--- src/rtl/mb32_pkg.sv ---
// Shared constants and result record for the mb32 multiplier and its consumers.
package mb32_pkg;

  localparam int WIDTH    = 32;          // multiplier operand width
  localparam int PWIDTH   = 2 * WIDTH;   // product width
  localparam int MB32_LAT = 4;           // mb32_top product latency in clock cycles

  // The result record is sized for the widest legal build. Each stage
  // zero-extends into it and slices its own widths back out.
  localparam int SUM_MAXW = PWIDTH + 32;
  localparam int CNT_MAXW = 32;

  typedef struct packed {
    logic [SUM_MAXW-1:0] sum;
    logic [CNT_MAXW-1:0] cnt;
    logic                ovf;
  } mb32_res_t;

endpackage

--- src/rtl/mb32_res_fifo.sv ---
// Small register FIFO of group results with wrap-around pointers.
module mb32_res_fifo
  import mb32_pkg::*;
#(
  parameter  int DEPTH = 2,
  localparam int CW    = $clog2(DEPTH + 1),
  localparam int PW    = (DEPTH > 1) ? $clog2(DEPTH) : 1
) (
  input  logic          CLK,
  input  logic          RST,
  input  logic          push,
  input  mb32_res_t     wdata,
  input  logic          pop,
  output mb32_res_t     rdata,
  output logic [CW-1:0] count,
  output logic          empty
);

  mb32_res_t      mem [DEPTH];
  logic [PW-1:0]  wr_ptr;
  logic [PW-1:0]  rd_ptr;
  logic           do_pop;
  logic           full;

  function automatic logic [PW-1:0] ptr_inc(input logic [PW-1:0] p);
    return (p == PW'(DEPTH - 1)) ? '0 : p + PW'(1);
  endfunction

  assign empty  = (count == '0);
  assign full   = (count == CW'(DEPTH));
  assign do_pop = pop & ~empty;
  assign rdata  = mem[rd_ptr];

  // Storage, pointers and occupancy; push and pop together keep the count.
  always_ff @(posedge CLK) begin
    if (RST) begin
      wr_ptr <= '0;
      rd_ptr <= '0;
      count  <= '0;
      for (int i = 0; i < DEPTH; i++) mem[i] <= '0;
    end else begin
      if (push) begin
        mem[wr_ptr] <= wdata;
        wr_ptr      <= ptr_inc(wr_ptr);
      end
      if (do_pop) rd_ptr <= ptr_inc(rd_ptr);
      case ({push, do_pop})
        2'b10:   count <= count + CW'(1);
        2'b01:   count <= count - CW'(1);
        default: count <= count;
      endcase
    end
  end

  // The upstream credit scheme reserves a slot for every group in flight.
  a_no_overflow: assert property (@(posedge CLK) disable iff (RST) !(push && full));

endmodule

--- src/rtl/mb32_acc_stage.sv ---
// Accumulates mb32_top products into one unsigned sum per group and hands
// each finished group out through a small result FIFO.
//
// Handshakes: a term transfers on a rising CLK edge where in_valid & in_ready;
// a result transfers on a rising edge where out_valid & out_ready. Once valid
// is raised the sender holds its payload stable until the transfer.
module mb32_acc_stage
  import mb32_pkg::*;
#(
  parameter int ACCW  = 80,        // accumulator width, PWIDTH..PWIDTH+32
  parameter int CNTW  = 16,        // term-counter width, at most 32
  parameter int LAT   = MB32_LAT,  // product latency of mb32_top, >= 1
  parameter int DEPTH = 2          // result FIFO depth, >= 1
) (
  input  logic              CLK,
  input  logic              RST,
  input  logic              in_valid,
  input  logic              in_last,
  output logic              in_ready,
  input  logic [PWIDTH-1:0] product,
  output logic              out_valid,
  input  logic              out_ready,
  output logic [ACCW-1:0]   out_sum,
  output logic [CNTW-1:0]   out_cnt,
  output logic              out_ovf
);

  localparam int CW = $clog2(DEPTH + 1);
  localparam int SW = ACCW + 1;

  logic            acc_term;
  logic [LAT-1:0]  tag_vld;
  logic [LAT-1:0]  tag_last;
  logic            t_vld;
  logic            t_last;
  logic [31:0]     last_inflight;

  logic [ACCW-1:0] acc_sum;
  logic [CNTW-1:0] acc_cnt;
  logic            acc_ovf;
  logic            first;

  logic [SW-1:0]   sum_wide;
  logic [ACCW-1:0] nxt_sum;
  logic [CNTW-1:0] nxt_cnt;
  logic            nxt_ovf;
  logic            cnt_sat;

  logic            push;
  mb32_res_t       push_res;
  mb32_res_t       head;
  logic [CW-1:0]   fifo_count;
  logic            fifo_empty;
  logic            unused_head;

  assign acc_term = in_valid & in_ready;
  assign t_vld    = tag_vld[LAT-1];
  assign t_last   = tag_last[LAT-1];

  // Tag delay line: the tail lines up with the product of the same operand pair.
  always_ff @(posedge CLK) begin
    if (RST) begin
      tag_vld  <= '0;
      tag_last <= '0;
    end else begin
      tag_vld[0]  <= acc_term;
      tag_last[0] <= in_last & acc_term;
      for (int i = 1; i < LAT; i++) begin
        tag_vld[i]  <= tag_vld[i-1];
        tag_last[i] <= tag_last[i-1];
      end
    end
  end

  // Groups already closed but still travelling through the multiplier.
  always_comb begin
    last_inflight = '0;
    for (int i = 0; i < LAT; i++) last_inflight = last_inflight + 32'(tag_last[i]);
  end

  // Every closed group owns a FIFO slot, so nothing that leaves the multiplier
  // can find the FIFO full.
  assign in_ready = (32'(fifo_count) + last_inflight) < 32'(DEPTH);

  // Next accumulator state for the product at the tail of the delay line.
  always_comb begin
    sum_wide = {1'b0, acc_sum} + SW'(product);
    cnt_sat  = &acc_cnt;
    nxt_sum  = acc_sum;
    nxt_cnt  = acc_cnt;
    nxt_ovf  = acc_ovf;
    if (first) begin
      nxt_sum = ACCW'(product);
      nxt_cnt = CNTW'(1);
      nxt_ovf = 1'b0;
    end else begin
      nxt_sum = sum_wide[ACCW-1:0];
      nxt_cnt = cnt_sat ? acc_cnt : acc_cnt + CNTW'(1);
      nxt_ovf = acc_ovf | sum_wide[ACCW] | cnt_sat;
    end
  end

  // Accumulator registers; a closing term re-arms the first flag so the next
  // valid product starts a fresh group with no bubble.
  always_ff @(posedge CLK) begin
    if (RST) begin
      acc_sum <= '0;
      acc_cnt <= '0;
      acc_ovf <= 1'b0;
      first   <= 1'b1;
    end else if (t_vld) begin
      acc_sum <= nxt_sum;
      acc_cnt <= nxt_cnt;
      acc_ovf <= nxt_ovf;
      first   <= t_last;
    end
  end

  assign push         = t_vld & t_last;
  assign push_res.sum = SUM_MAXW'(nxt_sum);
  assign push_res.cnt = CNT_MAXW'(nxt_cnt);
  assign push_res.ovf = nxt_ovf;

  mb32_res_fifo #(.DEPTH(DEPTH)) u_fifo (
    .CLK   (CLK),
    .RST   (RST),
    .push  (push),
    .wdata (push_res),
    .pop   (out_ready),
    .rdata (head),
    .count (fifo_count),
    .empty (fifo_empty)
  );

  assign out_valid = ~fifo_empty;
  assign out_sum   = head.sum[ACCW-1:0];
  assign out_cnt   = head.cnt[CNTW-1:0];
  assign out_ovf   = head.ovf;

  // Padding bits of the shared record beyond this build's widths.
  assign unused_head = ^head;

endmodule

--- config.mk ---
export PLATFORM = sky130hd
export DESIGN_NAME = mb32_acc_stage
export DESIGN_NICKNAME = d
export VERILOG_FILES = /design/src/rtl/mb32_pkg.sv /design/src/rtl/mb32_res_fifo.sv /design/src/rtl/mb32_acc_stage.sv
export SDC_FILE = /design/constraint.sdc
export NUM_CORES = 1
export LEC_CHECK = 0
export CAP_MARGIN = 25
export CORE_MARGIN = 4
export CORE_UTILIZATION = 45
export DETAILED_ROUTE_END_ITERATION = 12
export HOLD_SLACK_MARGIN = 0.08
export PLACE_DENSITY = 0.68
export RECOVER_POWER = 100
export SYNTH_ARGS = -nofsm -noshare
export SYNTH_HDL_FRONTEND = slang
export SYNTH_SLANG_ARGS = --single-unit
--- constraint.sdc ---
create_clock -name CLK -period 8.6 [get_ports CLK]
set_input_delay 0.86 -clock CLK [delete_from_list [all_inputs] [get_ports CLK]]
set_output_delay 0.86 -clock CLK [all_outputs]
set_load 0.01 [all_outputs]
**After elaboration in Yosys (flattened, before gate mapping)**

Memories as Yosys holds them, arrays and structs flattened. A register that Yosys moved wholly into a read port is not among the register bits.
Cells that the tools add are included.

- Bits in registers: 110
- RAM bits: 194
- Output and inout port bits: 99
- Memories: 1

- Add/sub/neg operators: 10
- Order comparisons: 1
- Equality and inequality tests: 2
- Muxes and demuxes: 17
- Bitwise operators: 7
- Reductions and logical operators: 4

Memories:

| memory | words | width | read ports | clocked after memory_dff | write ports | line | text |
|---|---|---|---|---|---|---|---|
| u_fifo.mem | 2 | 97 | 1 | 1 | 2 | mb32_res_fifo.sv:19 | `mb32_res_t mem [DEPTH];` |

Operator list:

| kind | number |
|---|---|
| 2-to-1 mux 97 bit | 1 |
| OR reduction 97 bit | 1 |
| adder 80 x 64 -> 81 bit | 1 |
| 2-to-1 mux 80 bit | 1 |
| 2-to-1 mux 16 bit | 2 |
| adder 16 x 1 -> 16 bit, second input constant | 1 |
| AND reduction 16 bit | 1 |
| 2-to-1 mux 1 bit | 12 |
| adder 2 x 4 -> 5 bit | 1 |
| < comparator 5 x 2 -> 1 bit, second input constant | 1 |
| adder 3 x 1 -> 4 bit | 1 |
| AND 1 bit | 4 |
| case mux 2 bit (2 select lines) | 1 |
| adder 2 x 1 -> 3 bit | 1 |
| adder 1 bit, second input constant | 2 |
| adder 1 x 1 -> 2 bit | 1 |
| adder 2 x 1 -> 2 bit, second input constant | 1 |
| == test 2 x 1 -> 1 bit, second input constant | 1 |
| == test 2 bit, second input constant | 1 |
| zero test 2 bit | 1 |
| OR 1 bit | 2 |
| nonzero test 2 bit | 1 |
| subtractor 2 x 1 -> 2 bit, second input constant | 1 |
| NOT 1 bit | 1 |

**Longest topological paths before layout**

- Depth in word-level cells: 7
- Gate-level depth with buffers: 12

**Cells and area by module**

From an unflattened synthesis, not the netlist that was laid out.

- Cell total of the unflattened synthesis: 2,188
- Area total of the unflattened synthesis: 21,142.8 µm²

By module, submodules not included:

| module | instances | cells an instance | area each (µm²) | seq. area each (µm²) |
|---|---|---|---|---|
| mb32_res_fifo | 1 | 856 | 11,479.8 | 7,847.5 |
| mb32_acc_stage | 1 | 1,332 | 9,663.0 | 2,122.0 |

**Worst setup path after synthesis**

OpenSTA, ideal clock, no wires.

- Path kind: reg2reg
- From: register tag_vld[3]
- To: memory u_fifo.mem[0][0] in the netlist's numbering, enable pin
- Arrival time: 7.528 ns
- Slack: 0.385 ns
- Cell stages (with the launch flop): 4
- Buffers on the path: 1
- Path through: dfxtp_1 > clkbuf_1 > nand2_1 > o21ai_0

RTL lines:

| what | line | text |
|---|---|---|
| from (decl) | mb32_acc_stage.sv:32 | `logic [LAT-1:0] tag_vld;` |
| from (signal, indexed assignment) | mb32_acc_stage.sv:69 | `tag_vld[i] <= tag_vld[i-1];` |
| to (decl) | mb32_res_fifo.sv:19 |  |

==> results.txt <==
----------------------------------------------------
[Layout]
  N_diodes ... 0
  Layout-stage area growth over the synthesis result ... 17.6%
  Final std cells w/o fill ... 2,533
  Final design instance area without fill ... between 20,000 and 25,000 µm²
  Share of post-route cells with drive strength above 1 ... 0.0799
  Final nets ... between 2k and 2.5k

[Yosys]
  Top post-synthesis cells by count ... 332 x nor2_1, 194 x edfxtp_1, 159 x a21oi_1
  Largest cells by area after synthesis ... edfxtp_1 33%, dfxtp_1 12%, nor2_1 7.0%
  Post-synth top area cell ... edfxtp_1
  Number of flip-flops and latches in the synthesized netlist ... around 300
  Primary flip-flop cell chosen by synthesis mapping ... edfxtp_1
  Async SR Flop Fraction ... 0
  Cells after Synth ... 1,893
  Cell area after synthesis ... roughly 18,000 µm²
  Portion of synthesized cell area occupied by the leading cell type ... 0.326
  Number of unique standard cell types used by synthesis ... 75
  Cell with the most instances after synthesis ... nor2_1
  Total nets after synthesis ... between 2k and 2.5k
  Part of the Yosys area used for sequential elements ... 0.451
  Mean Syn Cell Area ... about 9.4 µm²
  Number of warnings reported in the yosys synthesis log ... 0
  Post-synth EDFFs ... approximately 190

[Routing]
  TritonRoute pass-1 iters ... 6
  Starting DRC count in detailed routing ... approximately 1.2k
  Sum of routed wire length over all layers ... 51.5 mm
  Post-detailed-route via-to-cell ratio ... 5.86
  Number of vias in the routed layout ... approximately 15k
  Count of unresolved DRC violations after routing ... 0
  Post-DR wirelength/cell ... just over 20 µm
  Antenna violation net count after detailed routing ... 0

[Pwr]
  Leakage component of the power ... 7.70 nW
  Pwr/cell area ... between 150 and 200 nW/µm²
  Peak VDD IR ... between 100 and 150 µV
  Pwr Total ... between 3 and 4 mW

[Timing]
  Final Hold Vio Count ... 0
  Final critical delay including setup and external delays ... roughly 6 ns
  Hold slack final ... roughly 0.44 ns
  RSZ-0062 raised after global routing ... no
  Skew final ... about 0.021 ns
  Final number of max-transition violations ... between 150 and 200
  Highest Clock Rate ... 162 MHz
  Rel. slew slack ... -1.02
  Least-Margin Pin Slew ... slightly above 3 ns
  Fin Setup TNS ... 0 ns
  Final clock period utilization by the worst path ... 0.717
  Setup-violating endpoint count in the final report ... 0

[Die]
  Total core area ... between 30,000 and 40,000 µm²
  Overall die area ... 42,900 µm²
  Die X-Extent ... approximately 210 µm
  Number of rows in the core area ... 72
  Chip height ... around 210 µm
  Boundary pin count ... 168
  Initial core utilization ... 0.459

[Setup path]
  Type of origin of the critical path ... primary input
  Crit path capture type ... register
  Most repeated library cell on the critical path ... clkbuf_1
  Cell-by-cell listing of the critical path ... clkbuf_1 -> clkbuf_1 -> nor2_1 -> nand2_2 -> buf_4 -> or4_1 -> nand3_1
  Worst-path maximum fanout ... 67
  Required arrival time at the worst endpoint ... just under 9 ns
  Class of the most critical setup path ... in2reg
  Critical-path cell with the highest stage delay ... clkbuf_1
  Arrival time at the worst endpoint ... 6.44 ns
  Depth of the worst register-to-register path ... 12
  Largest stage delay on the critical path ... about 2.1 ns

[GRT]
  Vias in the first global route ... approximately 15k
  Wire length of the first global-routing pass ... about 80 mm
  Pin count of the biggest net entering global routing ... between 90 and 100
  Number of antenna violations at the first check in global routing ... 4
  Tot GR Track Use ... 0.232
  Total gr overflow ... 0

[Clock network]
  Clock tree from TritonCTS ... done
  Buffer cell driving the clock tree root ... clkbuf_16
  CTS H-Tree Depth ... 2
  Worst-skew pair later-pin latency ... between 0.5 and 0.6 ns
  # hold bufs at CTS ... 0
  Sinks on the clock net ... approximately 310
  Clk buf depth ... 3
  Post-cts repair resize count ... 0
  Clk pin slew, worst setup/hold paths ... roughly 0.060 ns
  Setup Fix Bufs, Post-CTS ... 0
  CTS Buf Count ... 36

[Placed design]
  Post-DP HPWL ... 35.1 mm
  Placer's final routability congestion estimate ... around 0.91
  Number of buffers added on ports ... approximately 170
  Placed instance area ... roughly 20,000 µm²
  Total instance count after detailed placement ... 2,468

[Run status]
  Violated checks ... capacitance limit, slew limit
  Result of the run ... complete, but fails checks

[Hold path]
  Cell depth of the worst min-delay path ... 1
  Class of the tightest hold or removal check ... reg2reg

[Job]
  Count of maximum capacitance violations ... 5

----------------------------------------------------
==> critical path, delay by kind of cell <==
family                 cells  cell delay (ns)
buffers and inverters      3             4.76
AND/OR/NAND/NOR            4             0.78
==> cell usage in the layout (no fill, tap or decap), drive strengths merged, types with 27 or more instances in the layout <==
cell           Yosys  final
a211oi            60     60
a21o              38     38
a21oi            159    159
clkbuf           105     50
clkdlybuf4s50      0     92
dfxtp            111    111
dlygate4sd3        0     74
edfxtp           194    194
ha                67     67
inv               34     37
mux2              98     98
mux2i             37     37
nand2            124    124
nand3             38     38
nand4             46     46
nor2             332    332
o21ai             72     72
xnor2             53     53
xor2              27     27
==> sequential cells by signal, summed over array words and instances (netlist names), named ones only <==
register	count
tag_last	4
u_fifo.wr_ptr	1
tag_vld	4
acc_sum	80
u_fifo.rd_ptr	1
u_fifo.count	2
first	1
acc_cnt	16
acc_ovf	1
u_fifo.mem	194
==> final cells by class <==
cell class                      count  area (µm²)
Fill cell                        3559       17900
Tap cell                          518         648
Clock buffer                       47         972
Sequential cell                   305        8050
Clock inverter                     18         241
Timing Repair Buffer              180        1780
Inverter                           35         131
Multi-Input combinational cell   1430        9180
==> layer usage <==
layer / vias to the layer above / share of wire / global-route usage
met4: 8 / 0.022 / 0.0593
met2: 478 / 0.45 / 0.368
li1: 7123 / - / -
met1: 7160 / 0.46 / 0.335
met3: 84 / 0.065 / 0.0372
met5: - / 0.0013 / 0
==> power breakdown <==
| group | switching, mW | internal [mW] | leakage (nW) |
|---|---|---|---|
| clock | 0.611 | 0.954 | 0.597 |
| sequential | 0.0131 | 1.59 | 2.89 |
| combinational | 0.201 | 0.131 | 4.21 |
==> per-stage QoR <==
| step | setup slack, ns | util |
|---|---|---|
| 3_5_place_dp | 3.64 | 0.510 |
| 5_1_grt | 1.98 | 0.540 |
| 3_3_place_gp | 3.69 | 0.509 |
| 2_1_floorplan | 0.385 | - |
| 4_1_cts | 4.18 | 0.541 |
| 6_report | 2.43 | 0.540 |
==> logic make-up (layout without fill, tap and decap cells) <==
logic type	Yosys count	count (layout)	synth area share
and+or+nand+nor	670	670	0.169
AOI/OAI and AO/OA	475	475	0.174
DFF	305	305	0.451
buffers and inverters	158	280	0.0344
muxes	135	135	0.0825
xor gates and xnor gates	80	80	0.0392
adders and majority gates	70	70	0.0503
==> final timing paths <==
| kind | start | endpoint | slack, ns |
|---|---|---|---|
| max | RST | u_fifo.mem[1][72]$_SDFFCE_PN0P_ | 2.43 |
| min | tag_vld[2]$_SDFF_PP0_ | tag_vld[3]$_SDFF_PP0_ | 0.44 |
| max reg2reg | acc_sum[0]$_SDFFE_PP0P_ | acc_sum[78]$_SDFFE_PP0P_ | 3.63 |
| min reg2reg | tag_vld[2]$_SDFF_PP0_ | tag_vld[3]$_SDFF_PP0_ | 0.44 |
No activity file was read; power rests on OpenSTA's default activity.
